**src/rtl/btn_step_ctrl_pkg.sv**
```systemverilog
// Shared constants, state encoding and sizing helpers for the button /
// single-step controller.
package btn_step_ctrl_pkg;

   // Board clock and the default timing windows derived from it
   localparam int CLK_HZ              = 12000000;
   localparam int DEF_DEBOUNCE_CYCLES = CLK_HZ / 100;   // 10 ms
   localparam int DEF_HOLD_CYCLES     = CLK_HZ / 2;     // 0.5 s
   localparam int DEF_REPEAT_CYCLES   = CLK_HZ / 10;    // 0.1 s

   // Step controller states
   typedef enum logic [1:0] {
      ST_RUN         = 2'd0,
      ST_STEP_IDLE   = 2'd1,
      ST_STEP_HOLD   = 2'd2,
      ST_STEP_REPEAT = 2'd3
   } step_state_t;

   // Width of a counter that must hold values 0 .. n-1 (at least one bit)
   function automatic int cnt_w(input int n);
      return (n < 2) ? 1 : $clog2(n);
   endfunction

   // Larger of two integers, used to size the shared hold/repeat timer
   function automatic int max2(input int a, input int b);
      return (a > b) ? a : b;
   endfunction

endpackage

```
**src/rtl/btn_debounce.sv**
```systemverilog
// One-bit button conditioner: two-flop synchroniser, stability counter,
// debounced level and single-cycle press/release pulses.
module btn_debounce
   import btn_step_ctrl_pkg::*;
#(
   parameter int DEBOUNCE_CYCLES = DEF_DEBOUNCE_CYCLES
)(
   input  logic CLK,
   input  logic reset,
   input  logic btn_raw,
   output logic btn_level,
   output logic btn_press,
   output logic btn_release
);

   localparam int               CNT_W    = cnt_w(DEBOUNCE_CYCLES);
   localparam logic [CNT_W-1:0] CNT_LAST = CNT_W'(DEBOUNCE_CYCLES - 1);

   logic             sync_p0;
   logic             sync_p1;
   logic [CNT_W-1:0] cnt;
   logic             stable;

   // Two-flop synchroniser; the raw pin only ever reaches sync_p0
   always_ff @(posedge CLK) begin
      if (reset) begin
         sync_p0 <= 1'b0;
         sync_p1 <= 1'b0;
      end else begin
         sync_p0 <= btn_raw;
         sync_p1 <= sync_p0;
      end
   end

   // Accept a new level only after it has differed for DEBOUNCE_CYCLES
   // consecutive cycles; any agreeing cycle restarts the count. The edge
   // pulses are registered together with the level so they line up.
   always_ff @(posedge CLK) begin
      if (reset) begin
         cnt         <= '0;
         stable      <= 1'b0;
         btn_press   <= 1'b0;
         btn_release <= 1'b0;
      end else begin
         btn_press   <= 1'b0;
         btn_release <= 1'b0;
         if (sync_p1 == stable) begin
            cnt <= '0;
         end else if (cnt == CNT_LAST) begin
            cnt         <= '0;
            stable      <= sync_p1;
            btn_press   <= sync_p1;
            btn_release <= ~sync_p1;
         end else begin
            cnt <= cnt + CNT_W'(1);
         end
      end
   end

   assign btn_level = stable;

endmodule

```
**src/rtl/btn_step_ctrl.sv**
```systemverilog
// Button front end for the core: debounces every board button and turns
// the step / mode buttons into a run or single-step clock enable, with
// hold-to-auto-repeat on the step button and a running step counter.
module btn_step_ctrl
   import btn_step_ctrl_pkg::*;
#(
   parameter int NBTN            = 3,
   parameter int DEBOUNCE_CYCLES = DEF_DEBOUNCE_CYCLES,
   parameter int HOLD_CYCLES     = DEF_HOLD_CYCLES,
   parameter int REPEAT_CYCLES   = DEF_REPEAT_CYCLES,
   parameter int STEP_IDX        = 0,
   parameter int MODE_IDX        = 1
)(
   input  logic            CLK,
   input  logic            reset,
   input  logic [NBTN-1:0] btn_raw,
   output logic [NBTN-1:0] btn_level,
   output logic [NBTN-1:0] btn_press,
   output logic [NBTN-1:0] btn_release,
   output logic            step_en,
   output logic            run_mode,
   output logic [15:0]     step_count
);

   // Shared hold / repeat timer sized for the longer of the two windows
   localparam int               TMR_W     = cnt_w(max2(HOLD_CYCLES, REPEAT_CYCLES));
   localparam logic [TMR_W-1:0] HOLD_LAST = TMR_W'(HOLD_CYCLES - 1);
   localparam logic [TMR_W-1:0] REP_LAST  = TMR_W'(REPEAT_CYCLES - 1);

   // Reject parameter sets the timing logic cannot honour
   if (DEBOUNCE_CYCLES < 2) begin : g_chk_deb
      $error("btn_step_ctrl: DEBOUNCE_CYCLES must be >= 2");
   end
   if (HOLD_CYCLES < 2) begin : g_chk_hold
      $error("btn_step_ctrl: HOLD_CYCLES must be >= 2");
   end
   if (REPEAT_CYCLES < 2) begin : g_chk_rep
      $error("btn_step_ctrl: REPEAT_CYCLES must be >= 2");
   end
   if (STEP_IDX < 0 || STEP_IDX >= NBTN || MODE_IDX < 0 || MODE_IDX >= NBTN
       || STEP_IDX == MODE_IDX) begin : g_chk_idx
      $error("btn_step_ctrl: STEP_IDX / MODE_IDX must be distinct buttons");
   end

   // One conditioner per button
   for (genvar i = 0; i < NBTN; i++) begin : g_btn
      btn_debounce #(
         .DEBOUNCE_CYCLES (DEBOUNCE_CYCLES)
      ) u_debounce (
         .CLK         (CLK),
         .reset       (reset),
         .btn_raw     (btn_raw[i]),
         .btn_level   (btn_level[i]),
         .btn_press   (btn_press[i]),
         .btn_release (btn_release[i])
      );
   end

   step_state_t      state;
   step_state_t      state_nxt;
   logic [TMR_W-1:0] timer;
   logic [TMR_W-1:0] timer_nxt;
   logic             step_en_nxt;
   logic             mode_press;
   logic             step_press;
   logic             step_level;

   assign mode_press = btn_press[MODE_IDX];
   assign step_press = btn_press[STEP_IDX];
   assign step_level = btn_level[STEP_IDX];

   // Next state, timer and enable; a mode press overrides any step
   // activity, and a released step button overrides timer expiry.
   always_comb begin
      state_nxt   = state;
      timer_nxt   = timer;
      step_en_nxt = 1'b0;
      if (mode_press) begin
         state_nxt = (state == ST_RUN) ? ST_STEP_IDLE : ST_RUN;
      end else begin
         case (state)
            ST_RUN: begin
               state_nxt = ST_RUN;
            end
            ST_STEP_IDLE: begin
               if (step_press) begin
                  step_en_nxt = 1'b1;
                  timer_nxt   = '0;
                  state_nxt   = ST_STEP_HOLD;
               end
            end
            ST_STEP_HOLD: begin
               if (!step_level) begin
                  state_nxt = ST_STEP_IDLE;
               end else if (timer == HOLD_LAST) begin
                  step_en_nxt = 1'b1;
                  timer_nxt   = '0;
                  state_nxt   = ST_STEP_REPEAT;
               end else begin
                  timer_nxt = timer + TMR_W'(1);
               end
            end
            ST_STEP_REPEAT: begin
               if (!step_level) begin
                  state_nxt = ST_STEP_IDLE;
               end else if (timer == REP_LAST) begin
                  step_en_nxt = 1'b1;
                  timer_nxt   = '0;
               end else begin
                  timer_nxt = timer + TMR_W'(1);
               end
            end
            default: begin
               state_nxt = ST_STEP_IDLE;
            end
         endcase
      end
      if (state_nxt == ST_RUN) begin
         step_en_nxt = 1'b1;
      end
   end

   // State, timer and registered enable / mode outputs
   always_ff @(posedge CLK) begin
      if (reset) begin
         state    <= ST_STEP_IDLE;
         timer    <= '0;
         step_en  <= 1'b0;
         run_mode <= 1'b0;
      end else begin
         state    <= state_nxt;
         timer    <= timer_nxt;
         step_en  <= step_en_nxt;
         run_mode <= (state_nxt == ST_RUN);
      end
   end

   // Count every enabled core cycle; wraps naturally at 16 bits
   always_ff @(posedge CLK) begin
      if (reset) begin
         step_count <= '0;
      end else if (step_en) begin
         step_count <= step_count + 16'd1;
      end
   end

endmodule
```
**config.mk**
```make
export PLATFORM = sky130hd
export DESIGN_NAME = btn_step_ctrl
export DESIGN_NICKNAME = d
export VERILOG_FILES = /design/src/rtl/btn_step_ctrl_pkg.sv /design/src/rtl/btn_debounce.sv /design/src/rtl/btn_step_ctrl.sv
export SDC_FILE = /design/constraint.sdc
export NUM_CORES = 1
export LEC_CHECK = 0
export CAP_MARGIN = 20
export CORE_MARGIN = 1
export CORE_UTILIZATION = 40
export DETAILED_ROUTE_END_ITERATION = 16
export GPL_ROUTABILITY_DRIVEN = 0
export SYNTH_ARGS = -nofsm -noshare
export SYNTH_HDL_FRONTEND = slang
export SYNTH_SLANG_ARGS = --single-unit
```
**constraint.sdc**
```tcl
create_clock -name CLK -period 1.8 [get_ports CLK]
set_input_delay 0.27 -clock CLK [delete_from_list [all_inputs] [get_ports CLK]]
set_output_delay 0.27 -clock CLK [all_outputs]
set_load 0.01 [all_outputs]
```
* After elaboration in Yosys (flattened, before gate mapping)
Index checks and enable logic that the tools add are counted.
Word-level totals: register bits after elaboration 109, input bits 5, output and inout port bits 27, word-level logic and storage cells 86
Cells by class: $add $sub $neg 5, eq/ne operators 14, multiplexer cells 21, bitwise gates (word level) 10, reductions and logical operators 13
Operators by type and width (number):
- $mux W23 | 5
- $pmux W23 S3 | 1
- $add A17 B1 Y17 const B | 3
- $eq A17 B17 Y1 const B | 3
- $add A23 B1 Y23 const B | 1
- $eq A23 B21 Y1 const B | 1
- $eq A23 B23 Y1 const B | 1
- $reduce_or A3 Y1 | 6
- $add A16 B1 Y16 const B | 1
- $mux W2 | 5
- $not A1 Y1 | 10
- $mux W1 | 8
- $pmux W2 S4 | 1
- $ne A2 B1 Y1 const B | 3
- $reduce_and A2 Y1 | 3
- $reduce_and A5 Y1 | 1
- $eq A2 B2 Y1 const B | 2
- $logic_not A2 Y1 | 2
- $eq A1 B1 Y1 | 3
- $pmux W1 S3 | 1
- $reduce_bool A3 Y1 | 1
- $eq A2 B1 Y1 const B | 1

* Depth between registers and ports, before layout
depth in word-level cells 7, mapped depth 8, mapped depth without buffers 6

* By module
From an unflattened synthesis, not the netlist that was laid out.
Unflattened totals: cell total of the unflattened synthesis 574, area total of the unflattened synthesis 5128.7 um^2
Modules (own cells, without submodules):
- btn_debounce | instances 3, cells each 104, area an instance 964.7 um^2, seq. area each 440.4 um^2
- btn_step_ctrl | instances 1, cells each 262, area an instance 2234.6 um^2, seq. area each 860.8 um^2

* Least setup slack after synthesis
Ideal clock, no wire load.
path kind register -> register, start reg g_btn[2].u_debounce.cnt[0], end reg g_btn[2].u_debounce.cnt[9], setup time 0.065 ns, data arrival time 1.673 ns, required time 1.735 ns, setup slack 0.062 ns, cell stages (with the launch flop) 9, path buffers 2, clock period less this slack 1.738 ns, cell sequence dfxtp_1 ha_1 nand3_1 nor2_1 and4_1 or3_1 buf_2 buf_2 nor2_1
On the way: cells in the longest elaborated chain, start to end 2
RTL lines:
- from (decl) | line btn_debounce.sv:21 | logic [CNT_W-1:0] cnt;
- from (signal assigned) | line btn_debounce.sv:55 | cnt <= cnt + CNT_W'(1);
- parallel branches: the longest is 2 deep, another holds $add A17 B1 Y17
Parallel ways; which one is timed is not known. A chain may end at the register's enable or synchronous reset.

* Worst setup path in the final report
start reg timer[7], end reg step_en
On the way: cells in the longest elaborated chain, start to end 7
RTL lines:
- from (decl) | line btn_step_ctrl.sv:61 | logic [TMR_W-1:0] timer;
- from (signal assigned) | line btn_step_ctrl.sv:132 | timer <= timer_nxt;
- $eq A23 B23 Y1 | line btn_step_ctrl.sv:95 | end else if (timer == HOLD_LAST) begin
- $mux W2 | line btn_step_ctrl.sv:95
- $mux W2 | line btn_step_ctrl.sv:93 | if (!step_level) begin
- $pmux W2 S4 | line btn_step_ctrl.sv:81 | case (state)
- $mux W2 | line btn_step_ctrl.sv:78 | if (mode_press) begin
- $logic_not A2 Y1 | line btn_step_ctrl.sv:118 | if (state_nxt == ST_RUN) begin
- $mux W1 (*) | line btn_step_ctrl.sv:118
- to (signal assigned) | line btn_step_ctrl.sv:133 | step_en <= step_en_nxt;
- to (decl) | line btn_step_ctrl.sv:20 | output logic step_en,
Every way passes the cells marked *; elsewhere a longest branch is shown, timed or not.

==> impl_results.md <==
- Syn_area_per_cell: 8.79 um2
- Post-route DRC: 0
- Post-DRT Antenna Nets: 0
- Clock skew: 0.00320 ns
- Power density cells: 828 nW/um2
- Sequential element share of the synthesized area: 0.463
- Final instance area: 5800 um2
- CP Max Fanout: 2
- CTS tree: yes
- Synth Warn #: 0
- Register Area: 2180 um2
- Global Route Usage Sum: 0.160
- Die Area: 12,200 um2
- Final Max Tran Viols: 0
- Worst Setup Path Type: reg2reg
- Initial antenna violation count: 0
- Congestion Overflow GR: 0
- Initial detailed-routing violation count: 162
- Status: complete, no violations
- Netlist cell types: 43
- # placed instances: 723
- Worst slew pin tran: 0.454 ns
- Nets: 603
- Min-Delay Endpoint: g_btn[2].u_debounce.sync_p1$_SDFF_PP0_
- Cells on worst reg2reg path: 4
- CP arrival: 1.99 ns
- Multi-input logic area: 2420 um2
- Fmax: 588 MHz
- Vias: 3,715
- Relative slew margins: 0.695
- Share of cells above drive strength 1: 0.122
- Final setup fails: 0
- Post-DR vias/cell: 5.01
- First-pass GRT wire length: 16,200 um
- Core area: 11,500 um2
- RR Endpoint: step_en$_SDFF_PP0_
- Buffers added on ports: 31
- Syn_nets: 546
- Die Y-Extent: 111 um
- Vias in the first global route: 3,513
- Worst Setup End Kind: flip-flop
- Number of antenna diodes: 0
- Worst-case clock buffer depth: 2
- Hold buffer count at cts: 0
- Initial Utilization: 0.411
- Max VDD drop: 684 uV
- Drt wl/cell: 12.6 um
- DRT Wirelength: 9310 um
- Io pins: 32
- #FFs+latches synth: 109
- Area Growth Syn to Fin: 23.2%
- Reg-to-Reg Start: timer[7]$_SDFFE_PP0P_
- Min-Delay Path Depth: 1
- Cells after Synth: 536
- Critical Path RT: 2.09 ns
- Number of clock sinks: 109
- Fin crit share: 0.945
- Final hold vios: 0
- Netlist Area Pre-Place: 4710 um2
- Tmin final: 1.70 ns
- HP Class: reg2reg
- Fin cells: 741
- R2R Setup Slk: 0.1 ns
- HPWL Detailed: 6530 um
- H-tree levels: 3
- Die width: 111 um
- Largest net degree at the start of global routing: 18
- Max Cap Violations: 0
- Row cnt: 39
- Placed inst area: 5370 um2
- Lkg Pwr: 2.01 nW
- Clock transition at path regs: 0.07 ns
- Num CTS Buffers: 9
- Crit start category: flip-flop
- Worst Hold Launch: g_btn[2].u_debounce.sync_p0$_SDFF_PP0_
- Clk_lat worst skew: 0.35 ns
- Pre-antenna DRT Iters: 4
- Fillers: 1,075
- Clock Tree Root: clkbuf_16
[worst max path at each step]
| stage | from | to | cells past startpoint |
|---|---|---|---|
| after CTS | timer[7]$_SDFFE_PP0P_ | step_en$_SDFF_PP0_ | 4 |
| final | timer[7]$_SDFFE_PP0P_ | step_en$_SDFF_PP0_ | 4 |
| after global placement | timer[7]$_SDFFE_PP0P_ | step_en$_SDFF_PP0_ | 4 |
| after detailed placement | timer[1]$_SDFFE_PP0P_ | timer[16]$_SDFFE_PP0P_ | 7 |
| after floorplan | g_btn[2].u_debounce.cnt[0]$_SDFF_PP0_ | g_btn[2].u_debounce.cnt[9]$_SDFF_PP0_ | 8 |
| after global routing | g_btn[2].u_debounce.cnt[0]$_SDFF_PP0_ | g_btn[2].u_debounce.cnt[11]$_SDFF_PP0_ | 7 |
[final cells by class]
| class | count | area share |
|---|---|---|
| sequential | 109 | 0.376 |
| timing repair buffer | 69 | 0.108 |
| tap | 143 | 0.0308 |
| clock buffer | 11 | 0.0436 |
| clock inverter | 5 | 0.0179 |
| multi-input combinational | 395 | 0.417 |
| inverter | 9 | 0.00582 |
[cells by family after synthesis]
group / count (synthesis) / synth area share
AOI/OAI and AO/OA: 24 / 0.0343
xor gates and xnor gates: 78 / 0.145
adders and majority gates: 5 / 0.0133
buffers and inverters: 32 / 0.0345
DFF: 109 / 0.463
muxes: 5 / 0.0106
and+or+nand+nor: 283 / 0.299
[Yosys cell counts (all sizes together)]
cell type | instances | area share
buf | 16 | 0.022
nor3 | 16 | 0.017
o21ai | 7 | 0.0074
nor2b | 6 | 0.0080
nand4 | 22 | 0.029
and4bb | 1 | 0.0027
xor2 | 50 | 0.093
and4 | 3 | 0.0056
nor4bb | 1 | 0.0021
a21o | 1 | 0.0016
a21oi | 9 | 0.0096
inv | 9 | 0.0072
nand4b | 3 | 0.0056
nand2 | 42 | 0.035
nand3b | 1 | 0.0042
and3 | 20 | 0.027
ha | 5 | 0.013
or3 | 4 | 0.0053
a211oi | 2 | 0.0058
mux2i | 5 | 0.011
and3b | 1 | 0.0019
o22ai | 1 | 0.0013
nand4bb | 1 | 0.0024
and2 | 3 | 0.0040
nor3b | 3 | 0.0048
or4bb | 1 | 0.0024
nand2b | 5 | 0.0066
nand3 | 37 | 0.039
dfxtp | 109 | 0.46
a31o | 1 | 0.0019
nor2 | 103 | 0.082
a41o | 1 | 0.0021
or4b | 2 | 0.0042
xnor2 | 28 | 0.052
or4 | 1 | 0.0016
clkbuf | 7 | 0.0056
nor4 | 7 | 0.0093
a31oi | 1 | 0.0027
o2111ai | 1 | 0.0019
[registers in the layout, summed over array words and instances, names as in the netlist, 2 cells and up]
name	flops
timer	23
g_btn.u_debounce.cnt	51
g_btn.u_debounce.btn_press	3
g_btn.u_debounce.sync_p1	3
step_count	16
state	2
g_btn.u_debounce.sync_p0	3
g_btn.u_debounce.btn_release	3
g_btn.u_debounce.btn_level	3
[per-layer routing]
metal  track usage  vias up  share of wire
li1              -     1917              -
met1         0.208     1731           0.49
met2         0.255       58           0.46
met3        0.0434        9          0.041
met4        0.0578        0          0.011
met5             0        -              0
[layout by cell type (no fill, tap or decap), types with 16 or more instances in the layout]
cell | synthesis | routed
dfxtp_1 | 109 | 107
nor2_1 | 103 | 102
xor2_1 | 50 | 50
nand2_1 | 40 | 39
nand3_1 | 37 | 37
buf_4 | 9 | 32
clkdlybuf4s50_1 | 0 | 31
xnor2_1 | 28 | 28
nand4_1 | 22 | 22
and3_1 | 20 | 20
nor3_1 | 16 | 16
[where the power goes]
group          internal (W)  switching, W
clock network       0.00144      0.000867
registers           0.00242    0.00000456
logic             0.0000343     0.0000417
[metrics by stage]
step,total power (W),util,setup slack [ns],hold WS [ns],TNS (ns)
2_1_floorplan,0.00251,-,0.0621,0.398,0
3_3_place_gp,0.00255,0.468,0.0472,0.428,0
3_5_place_dp,0.00255,0.468,0.00815,0.429,0
4_1_cts,0.00486,0.500,0.0198,0.448,0
5_1_grt,0.00497,0.506,-0.00520,0.468,-0.0152
6_report,0.00480,0.506,0.0998,0.441,0
[critical path, stage by stage (launching register included)]
cell     delay (ns)
dfxtp_1        0.32
or4b_2         0.69
nor4_2         0.33
a31o_2         0.15
a41o_1         0.15
[timing repair]
action	CTS	global route
hold endpoints to repair	0	0
cloned	0	2
setup buffers	0	0
pin swaps	0	3
resized for setup	1	17
endpoints found under the setup margin	7	43
No activity file was read; power rests on OpenSTA's default activity.
==> patch 1: new RTL, same flow settings <==
Put one more register stage on the output `step_count`, with the module's reset. The value now appears one clock later. The other outputs are not delayed to match.
--- a/src/rtl/btn_step_ctrl.sv
+++ b/src/rtl/btn_step_ctrl.sv
@@ -27,4 +27,6 @@
    localparam logic [TMR_W-1:0] HOLD_LAST = TMR_W'(HOLD_CYCLES - 1);
    localparam logic [TMR_W-1:0] REP_LAST  = TMR_W'(REPEAT_CYCLES - 1);
+
+   logic [15:0] step_count_s0;
 
    // Reject parameter sets the timing logic cannot honour
@@ -139,7 +141,15 @@
    always_ff @(posedge CLK) begin
       if (reset) begin
+         step_count_s0 <= '0;
+      end else if (step_en) begin
+         step_count_s0 <= step_count_s0 + 16'd1;
+      end
+   end
+
+   always_ff @(posedge CLK) begin
+      if (reset) begin
          step_count <= '0;
-      end else if (step_en) begin
-         step_count <= step_count + 16'd1;
+      end else begin
+         step_count <= step_count_s0;
       end
    end
Behaviour: no difference found for any inputs over 10 cycles, from zero or initial values and one cycle with reset high; that may be too few to reach the edited logic, so the function may still have changed.
==> patch 1 against the original RTL <==
- the run now ends with negative setup slack left
- critical endpoint is now timer[19]
- wire length is 12% higher
- hold slack worse by 0.22 ns
- die area is 9.6% higher
- synthesized area is 9.7% higher
- largest cell class unchanged
- setup slack worse by 0.11 ns
- final area is 16% higher
- critical path depth is 3 higher
- sequential cell count is 16 higher
- power is 35% higher
- first-iteration DRC count is 19% higher
==> patch 1: results (changes against the original RTL) <==
** Yosys
- The count of unique library cells instantiated by Yosys was 47 (+9.3%).
- Sequential share of the synthesized area :: 48.4% (+2.1 points)
- Mapped Nets :: 569 (+4.2%)

** CTS
- The number of buffers added by the clock tree synthesis step was 17 (+8).
- H-tree lvl count :: 4 (+1)
- The clock-pin slew of the registers on the worst-case setup and hold paths is 0.05 ns (-0.02 ns).
- The later-pin clock latency in the skew report came to 0.41 ns (+0.06 ns).

** Placed design
- Post-Place Setup Slack :: -0.0230 ns (-0.0312 ns)
- The total half-perimeter wirelength after legalization and detailed placement came to 6970 microns (+6.7%).
- The number of instances in the placed design was 779 (+7.7%).
- The standard cell area after detailed placement came to 5930 sq um (+11%).

** Final layout
- Post-layout net count :: 642 (+6.5%)
- The share of cells above drive strength 1 is 16.8% (+4.6 points).

** Critical path
- Worst reg2reg path endpoint :: timer[19]
- Max stage delay on crit path :: 0.57 ns (-0.12 ns)
- Maximum fanout count along the critical path :: 12 (+10)
- The largest individual stage delay along the critical path comes from the cell or4bb_4.
- Crit path DAT :: 2.12 ns (+0.13 ns)

** STA
- Transition time at the pin with the least slew margin :: 0.385 ns (-0.0692 ns)
- # setup viols final :: 16 (+16)
- Worst-case setup margin in the final layout :: -0.0146 ns (-0.114 ns)
- Maximum clock skew at final layout :: 0.00554 ns (+0.00234 ns)

** Drt
- First-iteration detailed-routing DRC count :: 193 (+19%)
- Overall via count from detail_route :: 3,925 (+5.7%)
- Total wire length :: 10,400 microns (+12%)

** Global routing
- Global-route wire length before repair :: 17,900 microns (+11%)

** Power
- Share of total power in combinational logic :: 1.4% (-0.2 points)
- Clock share of power :: 55.9% (+7.9 points)
- Comb pwr :: 0.0000900 W (+18%)

** Hold path
- Capture endpoint of the worst hold path :: g_btn[0].u_debounce.btn_level
- The worst hold path begins at reset.
- Cell depth of the worst hold path :: 2 (+1)

** Status
- Violated checks :: negative setup slack
- Status :: finished with violations
patch 1: timing repair:
item / 4_1_cts / 5_1_grt
gates cloned: 1 / 1
buffers inserted: 2 / 2
endpoints found under the setup margin: 42 / 62
gates resized for setup: 6 / 15
pin swaps: 5 / 7
patch 1: cell families (layout without fill, tap and decap cells):
family          Yosys count  in the layout  share of synthesized area (%)
fa+ha+maj                 5              5                           1.21
compound gates           21             21                           3.51
simple gates            293            293                           29.1
xor+xnor                 79             79                           13.4
buf+inv                  32            115                           3.65
flops                   125            125                           48.4
mux                       4              4                          0.774
patch 1: final cells by class:
class                           count  area (sq um)
Inverter                            7          26.3
Multi-Input combinational cell    402          2580
Clock inverter                      7           163
Tap cell                          172           215
Sequential cell                   125          2510
Clock buffer                       22           464
Fill cell                        1140          5910
Timing Repair Buffer               79           741
patch 1: routing by layer:
metal | share of wire, % | global-route usage (%)
met5 | 0 | 0
met1 | 47 | 20.2
met4 | 1.6 | 7.01
met2 | 47 | 28.7
met3 | 4.6 | 6.69
==> patch 2: new RTL, same settings <==
Made on the original files. `NBTN`: 3 -> 2.
--- a/src/rtl/btn_step_ctrl.sv
+++ b/src/rtl/btn_step_ctrl.sv
@@ -5,5 +5,5 @@
    import btn_step_ctrl_pkg::*;
 #(
-   parameter int NBTN            = 3,
+   parameter int NBTN            = 2,
    parameter int DEBOUNCE_CYCLES = DEF_DEBOUNCE_CYCLES,
    parameter int HOLD_CYCLES     = DEF_HOLD_CYCLES,
Interface: changed (resized btn_level, btn_press, btn_raw and btn_release); port bits go from 32 to 28. No check against the original RTL was run, so the function may have changed too.
==> patch 2 against the original RTL <==
- die area down 17%
- setup slack got worse by 0.0061 ns
- wire length decreased by 19%
- largest power group unchanged
- synthesized area decreased by 18%
- utilization fell by 1.4 points
- largest cell class unchanged
- final area decreased by 21%
- highest routed layer unchanged
- sequential cell count down 22
- fmax decreased by 0.35%
- power down 28%
==> patch 2: results (changes against the original RTL) <==
** Global routing
- Global Route Usage Sum :: 16.1% (+0.090 points)
- The via count of the first global-routing pass was 2,880 (-18%).
- Antenna violations before repair :: 0 (unchanged)
- Largest net degree at the start of global routing :: 24 (+6)
- Global-route wire length before repair :: 12,900 microns (-20%)

** CTS
- The depth of the CTS H-tree came to 3 (unchanged).
- The total setup buffers inserted after CTS was 0 (unchanged).
- Maximum root-to-sink buffer count :: 2 (unchanged)
- Clock tree synthesis selected as its root buffer the cell clkbuf_8.
- Clock latency on the worst-skew pair, taken at its later pin, is 0.36 ns.
- TritonCTS buffer count :: 9 (unchanged)
- The clock-pin slew of the registers on the worst-case setup and hold paths is 0.09 ns (+0.02 ns).

** Yosys
- The synthesized netlist net count was 449 (-18%).
- The share of synthesized area occupied by flip-flops and latches was 44.9% (-1.4 points).
- Commonest cells in the netlist :: dfxtp_1 (87), nor2_1 (83), nand2_1 (35)
- The count of unique library cells instantiated by Yosys was 49 (+14%).
- The share of flip-flops with an asynchronous set or reset after synthesis was 0% (unchanged).
- By area the synthesized netlist is led by dfxtp_1 (45%), nor2_1 (8.0%), xnor2_1 (6.8%).
- Count of yosys warnings during synthesis :: 0 (unchanged)

** Power
- The cell-internal power came to 0.00273 W (-30%).
- Total Power :: 0.00344 W (-28%)
- Comb pwr :: 0.0000494 W (-35%)
- IR drop worst, VDD :: 0.000514 V (-25%)
- The part of the total power dissipated in the clock network came to 42.5% (-5.5 points).
- The static leakage power is 1.54 nW (-24%).

** Hold path
- Hold crit path type :: reg -> reg
- Cell depth of the worst hold path :: 1 (unchanged)
- The worst hold path begins at g_btn[1].u_debounce.sync_p0.
- Capture endpoint of the worst hold path :: g_btn[1].u_debounce.sync_p1

** Drt
- Average routed wire per standard cell :: 12.3 microns (-2.1%)
- First-iteration detailed-routing DRC count :: 124 (-23%)
- The per-cell via count in the routed design is 4.92 (-2.0%).

** Final layout
- The share of cells above drive strength 1 was 9.88% (-2.3 points).
- The net total in the final layout came to 489 (-19%).
- The diode insertion count for antenna repair was 0 (unchanged).
- The largest registers in the layout are g_btn.u_debounce.cnt: 34 flops, timer: 23 flops, step_count: 16 flops.

** Placed design
- The standard cell area after detailed placement is 4360 sq um (-19%).
- The total half-perimeter wirelength after legalization and detailed placement is 5240 microns (-20%).
- Count of input and output buffers :: 27 (-13%)

** Critical path
- In this design, the largest share of critical-path delay is due to buffers and inverters.
- The worst register-to-register path begins at timer[13].
- Worst reg2reg path endpoint :: timer[0]
- Max stage delay on crit path :: 0.60 ns (-0.09 ns)
- Maximum fanout count along the critical path :: 7 (+5)
- Internal reg-to-reg setup slack :: 0.13 ns (+0.03 ns)
- R2R depth :: 5 (+1)
- Slowest stage cell on the critical path :: clkdlybuf4s50_1

** STA
- The headroom to the max-slew limit is 67.0% (-2.5 points).
- The worst-case clock skew is 0.0105 ns (+0.00731 ns).

** Status
- The run finished with clean final reports.
[patch 2: timing repair]
item                                    4_1_cts  5_1_grt
hold buffers                                  0        0
endpoints found under the setup margin        0       18
gates resized for setup                       0        5
[patch 2: cell type report]
type,count,area (sq um)
clock buffers,11,131
clock inverters,5,81.3
fillers,890,4740
inverters,6,22.5
multi-input cells,331,2030
flip-flops and latches,87,1740
well taps,129,161
repair buffers,46,425
[patch 2: cells by family after synthesis]
family,Yosys count,share of synthesized area (%)
simple gates,235,30.5
flops,87,44.9
compound gates,28,5.36
buf+inv,23,3.29
xor+xnor,60,13.5
mux,4,1.06
fa+ha+maj,4,1.29
[patch 2: worst max-delay path by stage]
stage | endpoint | startpoint | slack [ns] | depth (start not counted)
global placement | timer[0] | timer[13] | 0.12 | 5
detailed placement | timer[22] | timer[3] | 0.11 | 5
finish | step_en | step_en | 0.09 | 1
global route | timer[22] | timer[15] | 0.001 | 5
floorplan | timer[22] | timer[0] | 0.12 | 6
CTS | step_en | step_en | 0.08 | 1
[patch 2: stage by stage]
step	cells	setup WS (ns)	utilization, %	hold WS (ns)
after floorplan	441	0.119	-	0.398
after global placement	599	0.124	46.7	0.427
after detailed placement	599	0.112	46.7	0.442
after CTS	615	0.0771	49.0	0.454
after global routing	615	0.00122	49.2	0.457
final	615	0.0938	49.2	0.452
[patch 2: per-layer routing]
metal | vias to the layer above | wire (microns) | part of all wire, % | GRT usage (%)
li1 | 1584 | - | - | -
met1 | 1380 | 3800 | 50 | 21.0
met2 | 48 | 3360 | 44 | 24.9
met3 | 11 | 281 | 3.7 | 4.79
met4 | 0 | 117 | 1.5 | 6.69
met5 | - | 0 | 0 | 0
